### config.mk
export PLATFORM = sky130hd
export DESIGN_NAME = fetch_ctrl
export DESIGN_NICKNAME = d
export VERILOG_FILES = /design/src/rtl/fetch_ctrl_pkg.sv /design/src/rtl/fetch_target_gen.sv /design/src/rtl/fetch_ctrl.sv
export SDC_FILE = /design/constraint.sdc
export NUM_CORES = 1
export LEC_CHECK = 0
export BUFFER_PORTS_ARGS = -buffer_cell sky130_fd_sc_hd__buf_2
export CORE_ASPECT_RATIO = 0.9
export CORE_MARGIN = 3
export CORE_UTILIZATION = 50
export DETAILED_ROUTE_END_ITERATION = 16
export MAX_ROUTING_LAYER = met4
export PLACE_DENSITY = 0.74
export SETUP_SLACK_MARGIN = 0.1
export SLEW_MARGIN = 20
export SYNTH_ARGS = -nofsm -noshare
export SYNTH_HDL_FRONTEND = slang
export SYNTH_SLANG_ARGS = --single-unit
### constraint.sdc
create_clock -name clk -period 6.4 [get_ports clk]
set_input_delay 1.28 -clock clk [delete_from_list [all_inputs] [get_ports clk]]
set_output_delay 1.28 -clock clk [all_outputs]
set_load 0.01 [all_outputs]
### src/rtl/fetch_ctrl_pkg.sv
// rtl/fetch_ctrl_pkg.sv - shared encodings and defaults for the fetch stage
package fetch_ctrl_pkg;

    localparam logic [1:0] PC_SEL_SEQ    = 2'b00;
    localparam logic [1:0] PC_SEL_JUMP   = 2'b01;
    localparam logic [1:0] PC_SEL_REG    = 2'b10;
    localparam logic [1:0] PC_SEL_BRANCH = 2'b11;

    localparam logic [31:0] RESET_PC_DEFAULT = 32'h4000_0000;

    typedef enum logic [2:0] {
        ST_BOOT = 3'd0,
        ST_REQ  = 3'd1,
        ST_RESP = 3'd2,
        ST_OUT  = 3'd3,
        ST_HALT = 3'd4
    } fetch_state_t;

endpackage

### src/rtl/fetch_target_gen.sv
// rtl/fetch_target_gen.sv - combinational next-PC target for a decode-stage redirect
module fetch_target_gen
    import fetch_ctrl_pkg::*;
(
    input  logic [1:0]  pc_sel,
    input  logic [31:0] dec_pc,
    input  logic [25:0] dec_imm26,
    input  logic [15:0] dec_imm16,
    input  logic [31:0] dec_rsd,
    output logic [31:0] target
);

    logic [31:0] seq_pc;
    logic [31:0] br_off;

    // Jumps and branches are relative to the delay-slot address, not dec_pc itself.
    assign seq_pc = dec_pc + 32'd4;
    assign br_off = {{14{dec_imm16[15]}}, dec_imm16, 2'b00};

    always_comb begin
        target = seq_pc;
        case (pc_sel)
            PC_SEL_JUMP:   target = {seq_pc[31:28], dec_imm26, 2'b00};
            PC_SEL_REG:    target = dec_rsd;
            PC_SEL_BRANCH: target = seq_pc + br_off;
            default:       target = seq_pc;
        endcase
    end

endmodule

### src/rtl/fetch_ctrl.sv
// rtl/fetch_ctrl.sv - fetch sequencer: owns the PC, issues imem requests, hands words to decode
module fetch_ctrl
    import fetch_ctrl_pkg::*;
#(
    parameter logic [31:0] RESET_PC      = RESET_PC_DEFAULT,
    parameter bit          MISALIGN_TRAP = 1'b1
) (
    input  logic        clk,
    input  logic        rst_n,
    input  logic        dec_valid,
    input  logic [1:0]  pc_sel,
    input  logic [31:0] dec_pc,
    input  logic [25:0] dec_imm26,
    input  logic [15:0] dec_imm16,
    input  logic [31:0] dec_rsd,
    output logic        imem_req,
    output logic [31:0] imem_addr,
    input  logic        imem_gnt,
    input  logic        imem_rvalid,
    input  logic [31:0] imem_rdata,
    output logic        if_valid,
    input  logic        if_ready,
    output logic [31:0] if_pc,
    output logic [31:0] if_instr,
    output logic        fetch_err
);

    fetch_state_t state;
    fetch_state_t state_next;

    logic [31:0] pc;
    logic [31:0] tgt;
    logic [31:0] inflight_pc;
    logic        pend;
    logic        skip;

    logic [31:0] target;
    logic [31:0] issue_addr;
    logic [31:0] dslot_pc;
    logic        issue_block;
    logic        req_fire;
    logic        resp_fire;
    logic        capture;
    logic        misaligned;

    fetch_target_gen u_target_gen (
        .pc_sel    (pc_sel),
        .dec_pc    (dec_pc),
        .dec_imm26 (dec_imm26),
        .dec_imm16 (dec_imm16),
        .dec_rsd   (dec_rsd),
        .target    (target)
    );

    assign issue_addr  = (pend && !skip) ? tgt : pc;
    // A trapped target is never fetched; only the delay slot may still go out.
    assign issue_block = fetch_err && pend && !skip;
    assign req_fire    = (state == ST_REQ) && !issue_block && imem_gnt;
    assign resp_fire   = (state == ST_RESP) && imem_rvalid;
    assign capture     = dec_valid && (pc_sel != PC_SEL_SEQ) && (state != ST_HALT);
    assign dslot_pc    = dec_pc + 32'd4;
    assign misaligned  = target[1:0] != 2'b00;

    always_ff @(posedge clk) begin
        if (!rst_n) begin
            state <= ST_BOOT;
        end else begin
            state <= state_next;
        end
    end

    always_comb begin
        state_next = state;
        case (state)
            ST_BOOT: state_next = ST_REQ;
            ST_REQ: begin
                if (issue_block) begin
                    state_next = ST_HALT;
                end else if (imem_gnt) begin
                    state_next = ST_RESP;
                end
            end
            ST_RESP: begin
                if (imem_rvalid) begin
                    state_next = ST_OUT;
                end
            end
            ST_OUT: begin
                if (if_ready) begin
                    state_next = fetch_err ? ST_HALT : ST_REQ;
                end
            end
            ST_HALT: state_next = ST_HALT;
            default: state_next = ST_BOOT;
        endcase
    end

    always_comb begin
        imem_req  = 1'b0;
        imem_addr = 32'd0;
        if_valid  = 1'b0;
        if (state == ST_REQ && !issue_block) begin
            imem_req  = 1'b1;
            imem_addr = {issue_addr[31:2], 2'b00};
        end
        if (state == ST_OUT) begin
            if_valid = 1'b1;
        end
    end

    always_ff @(posedge clk) begin
        if (!rst_n) begin
            pc          <= RESET_PC;
            tgt         <= 32'd0;
            pend        <= 1'b0;
            skip        <= 1'b0;
            inflight_pc <= 32'd0;
            fetch_err   <= 1'b0;
            if_pc       <= 32'd0;
            if_instr    <= 32'd0;
        end else begin
            if (req_fire) begin
                inflight_pc <= issue_addr;
                if (pend && !skip) begin
                    pc   <= tgt + 32'd4;
                    pend <= 1'b0;
                end else begin
                    pc <= pc + 32'd4;
                end
                if (pend && skip) begin
                    skip <= 1'b0;
                end
            end
            // Capture is judged against the pre-grant pc; a same-cycle grant of
            // the delay slot means the slot is already consumed.
            if (capture) begin
                pend <= 1'b1;
                tgt  <= MISALIGN_TRAP ? target : {target[31:2], 2'b00};
                skip <= (pc == dslot_pc) && !(req_fire && issue_addr == dslot_pc);
                if (MISALIGN_TRAP && misaligned) begin
                    fetch_err <= 1'b1;
                end
            end
            if (resp_fire) begin
                if_pc    <= inflight_pc;
                if_instr <= imem_rdata;
            end
        end
    end

endmodule

==> metrics.txt <==
result of the run finished clean; dominant combinational cell family by area after synthesis simple AND/OR/NAND/NOR gates; DRC 0; dpl cell area 12600 um2; clock tree from TritonCTS yes; transition time at the pin with the least slew margin 1.07 ns; Placed Cells incl. Taps 1902; initial standard-cell utilization of the core 51.3%; first-pass iteration count of the detailed router 6; pin count of the biggest net entering global routing 92; max_cap viols 0; share of synthesized area occupied by flip-flops and latches 29.6%; Fin Setup TNS 0 ns; fin. max-slew vios 0; total number of clock tree sinks 166; multiplexer share of the synthesized area 4.40%; area of the mapped netlist 11200 um2; Detail Route Antenna Nets 0; final core utilization 60.3%; number of top-level pins 245; crit-path max FO 9; final wirelength 39.9 mm; Static Leakage 5.59 nW; number of fillers in the final layout 2016; synthesized area per cell 7.83 um2; Finish-stage setup viols 0; kind of cell adding the most delay to the critical path compound AO/OA/AOI/OAI gates; ys async rst share 0%; unrepaired setup endpoints after global routing no; fraction of final layout cells sized beyond drive strength 1 21.3%; die span in y 148 um; Net count, final 1811; startpoint type of the worst setup path primary input; port buffer count 242; Area growth, synth to finish 17.5%; overall power after layout 2.85 mW; number of synthesized flops with an enable pin 0; diode insertion count for antenna repair 0; hold crit path type flop to flop; non-filler instance count after layout 1934; global placer's final weighted congestion 1.01; Vias/cell 5.96; most frequent standard cell in the layout excluding fill and tap cells sky130_fd_sc_hd__buf_2; Setup Crit Path Kind primary input to flop; total of cells resized after clock tree synthesis 0; Worst Path Required 6.80 ns; slowest stage cell on the critical path sky130_fd_sc_hd__a2111oi_0; highest clock frequency the design can meet 200 MHz; final critical-path required period 5.00 ns; peak ir drop on the vdd network 0.159 mV; cell breakdown of the critical path buf_2 > and3_1 > nand3_1 > nor3_2 > xnor2_1 > inv_1 > ha_1 > a21o_1 > a21oi_1 > nand2_1 > a2111oi_0 > o21bai_1 > a31o_2 > a31oi_1 > o221a_2; initial antenna violation count 0; worst slack, placed 1.18 ns; cts-stage hold buffer count 0; synthesized netlist cell count 1436; horizontal extent of the die 164 um; DP Wirelength 30.4 mm; average wire per cell in the routed design 20.6 um; number of distinct library cell variants in the gate-level netlist after synthesis 90; DRC violation total after the first TritonRoute iteration 1182; top library cells by usage in the layout, fill and taps aside sky130_fd_sc_hd__buf_2 (242), sky130_fd_sc_hd__nand2_1 (230), sky130_fd_sc_hd__dfxtp_1 (166); post-route design area 13200 um2; insertion delay to the later sink of the worst-skew pair 0.45 ns; headroom to the max-slew limit 28.6%; Synth Flop Type sky130_fd_sc_hd__dfxtp_1; fin worst setup slack 1.40 ns; number of global-route vias before repair 10.8k; minimum hold slack 0.448 ns; yosys synthesis warning count 0; core area 21900 um2; largest incremental delay on the critical path 0.75 ns; xor-xnor portion of the synthesized cell area 11.2%; Post-Synth Adder-Cell Area 3.96%; H-tree depth 4; clock-pin slew reported for the worst setup and hold paths after clock tree synthesis 0.09 ns; count of buffer and inverter cells on the critical path 2; maximum count of clock buffers along a single path 2; final worst path period share 78.1%; synthesis-stage register bit count 166; Vias 11.5k; clock root buffer master sky130_fd_sc_hd__clkbuf_16; buffer count from post-CTS setup fixing 0; wire length of the first global-routing pass 61.4 mm; Synth Area in Compound Gates 21.1%; # rows 51; number of buffers created by CTS 17; Remaining Overflow, GRT 0; total global routing track utilization 33.2%; Pwr per Cell Area 216 nW/um2; Max Clock Skew 0.0145 ns; die area 24300 um2; Post-Synth Simple-Gate Area 24.5%; Crit path arrival time 5.40 ns; endpoint kind of the worst setup timing path flop; number of hold violations in the final report 0
[worst paths after layout]
check	start	endpoint	slack [ns]	cells after the start
setup / recovery	dec_pc[7]	tgt[30]	1.40	15
setup reg to reg	skip	skip	2.04	8
hold reg to reg	inflight_pc[29]	if_pc[29]	0.45	2
hold / removal	inflight_pc[29]	if_pc[29]	0.45	2
[cells in the mapped netlist, types with 4 or more instances]
cell                          n  share of area [%]
sky130_fd_sc_hd__buf_2       12               0.53
sky130_fd_sc_hd__buf_6        4               0.40
sky130_fd_sc_hd__xor2_1      37                2.9
sky130_fd_sc_hd__o21a_1       4               0.27
sky130_fd_sc_hd__nor2b_1      9               0.50
sky130_fd_sc_hd__mux2_2      11                1.1
sky130_fd_sc_hd__a211oi_1    37                2.5
sky130_fd_sc_hd__a2111oi_0    5               0.39
sky130_fd_sc_hd__buf_1        5               0.17
sky130_fd_sc_hd__inv_1       39                1.3
sky130_fd_sc_hd__nand4b_1     4               0.31
sky130_fd_sc_hd__mux2i_1     37                3.3
sky130_fd_sc_hd__nor3_1      27                1.2
sky130_fd_sc_hd__or3_1        8               0.45
sky130_fd_sc_hd__and2_1      10               0.56
sky130_fd_sc_hd__xnor2_1     59                4.6
sky130_fd_sc_hd__or2_2        5               0.28
sky130_fd_sc_hd__a22oi_1     10               0.67
sky130_fd_sc_hd__a31o_2       6               0.47
sky130_fd_sc_hd__clkbuf_1    65                2.2
sky130_fd_sc_hd__nand2_1    231                7.7
sky130_fd_sc_hd__a21oi_1    151                6.7
sky130_fd_sc_hd__dfxtp_1    166                 30
sky130_fd_sc_hd__and3b_1      4               0.31
sky130_fd_sc_hd__a221oi_1    16                1.2
sky130_fd_sc_hd__xnor3_1     14                2.8
sky130_fd_sc_hd__nand3b_1     6               0.40
sky130_fd_sc_hd__nand3_1     36                1.6
sky130_fd_sc_hd__a211o_1      4               0.31
sky130_fd_sc_hd__nand2b_1    11               0.61
sky130_fd_sc_hd__o2111ai_1    6               0.47
sky130_fd_sc_hd__a21o_1      13               0.87
sky130_fd_sc_hd__o21ai_0     51                2.3
sky130_fd_sc_hd__and3_1      15               0.84
sky130_fd_sc_hd__o21bai_1     5               0.33
sky130_fd_sc_hd__o211ai_1    17                1.1
sky130_fd_sc_hd__ha_1        34                3.8
sky130_fd_sc_hd__nor2_1     125                4.2
sky130_fd_sc_hd__and4_1       6               0.47
sky130_fd_sc_hd__nand4_1     16               0.89
sky130_fd_sc_hd__a31oi_1     17               0.95
sky130_fd_sc_hd__nor3b_1      9               0.60
sky130_fd_sc_hd__nor4_1      17               0.95
[routing by layer]
metal  vias to the layer above  global-route usage [%]  part of all wire [%]
met4                         0                    8.92                   2.8
met5                         -                       -                     0
met2                       502                    49.5                    45
met1                      5410                    45.8                    44
met3                        75                    7.27                   8.0
li1                       5534                       -                     -
[registers in the layout (all words and copies together), names as in the netlist]
signal       cells
if_instr        32
fetch_err        1
tgt             32
inflight_pc     32
pend             1
skip             1
state            3
if_pc           32
pc              32
[report_power, final]
part,total (mW),internal (mW),switching (mW)
Clock,1.09,0.539,0.556
Combinational,0.631,0.249,0.382
Sequential,1.12,1.08,0.0414
Total,2.85,1.87,0.979
[final cells by class]
type	count	area [um2]	share of cell area [%]
multi-input cells	1138	7350	55.6
flip-flops and latches	166	3320	25.2
repair buffers	268	1410	10.6
clock buffers	17	425	3.22
well taps	291	364	2.76
clock inverters	15	194	1.47
inverters	39	149	1.13
[worst reg2reg max path, stage by stage (launching register included)]
cell	delay, ns
sky130_fd_sc_hd__dfxtp_1	0.48
sky130_fd_sc_hd__nand2b_2	0.70
sky130_fd_sc_hd__mux2i_1	0.72
sky130_fd_sc_hd__xor3_1	0.45
sky130_fd_sc_hd__nor4_1	0.54
sky130_fd_sc_hd__nand4b_1	0.16
sky130_fd_sc_hd__nor4_1	0.63
sky130_fd_sc_hd__o2111ai_1	0.25
sky130_fd_sc_hd__a31o_2	0.31
[kinds of logic after synthesis]
group                    count (synthesis)
adder cells (fa/ha/maj)                 35
XOR/XNOR                               115
AO/OA/AOI/OAI                          373
flip-flops                             166
buffers and inverters                  133
AND/OR/NAND/NOR                        565
multiplexers                            48
other                                    1
Power figures use the tool's default switching activity.
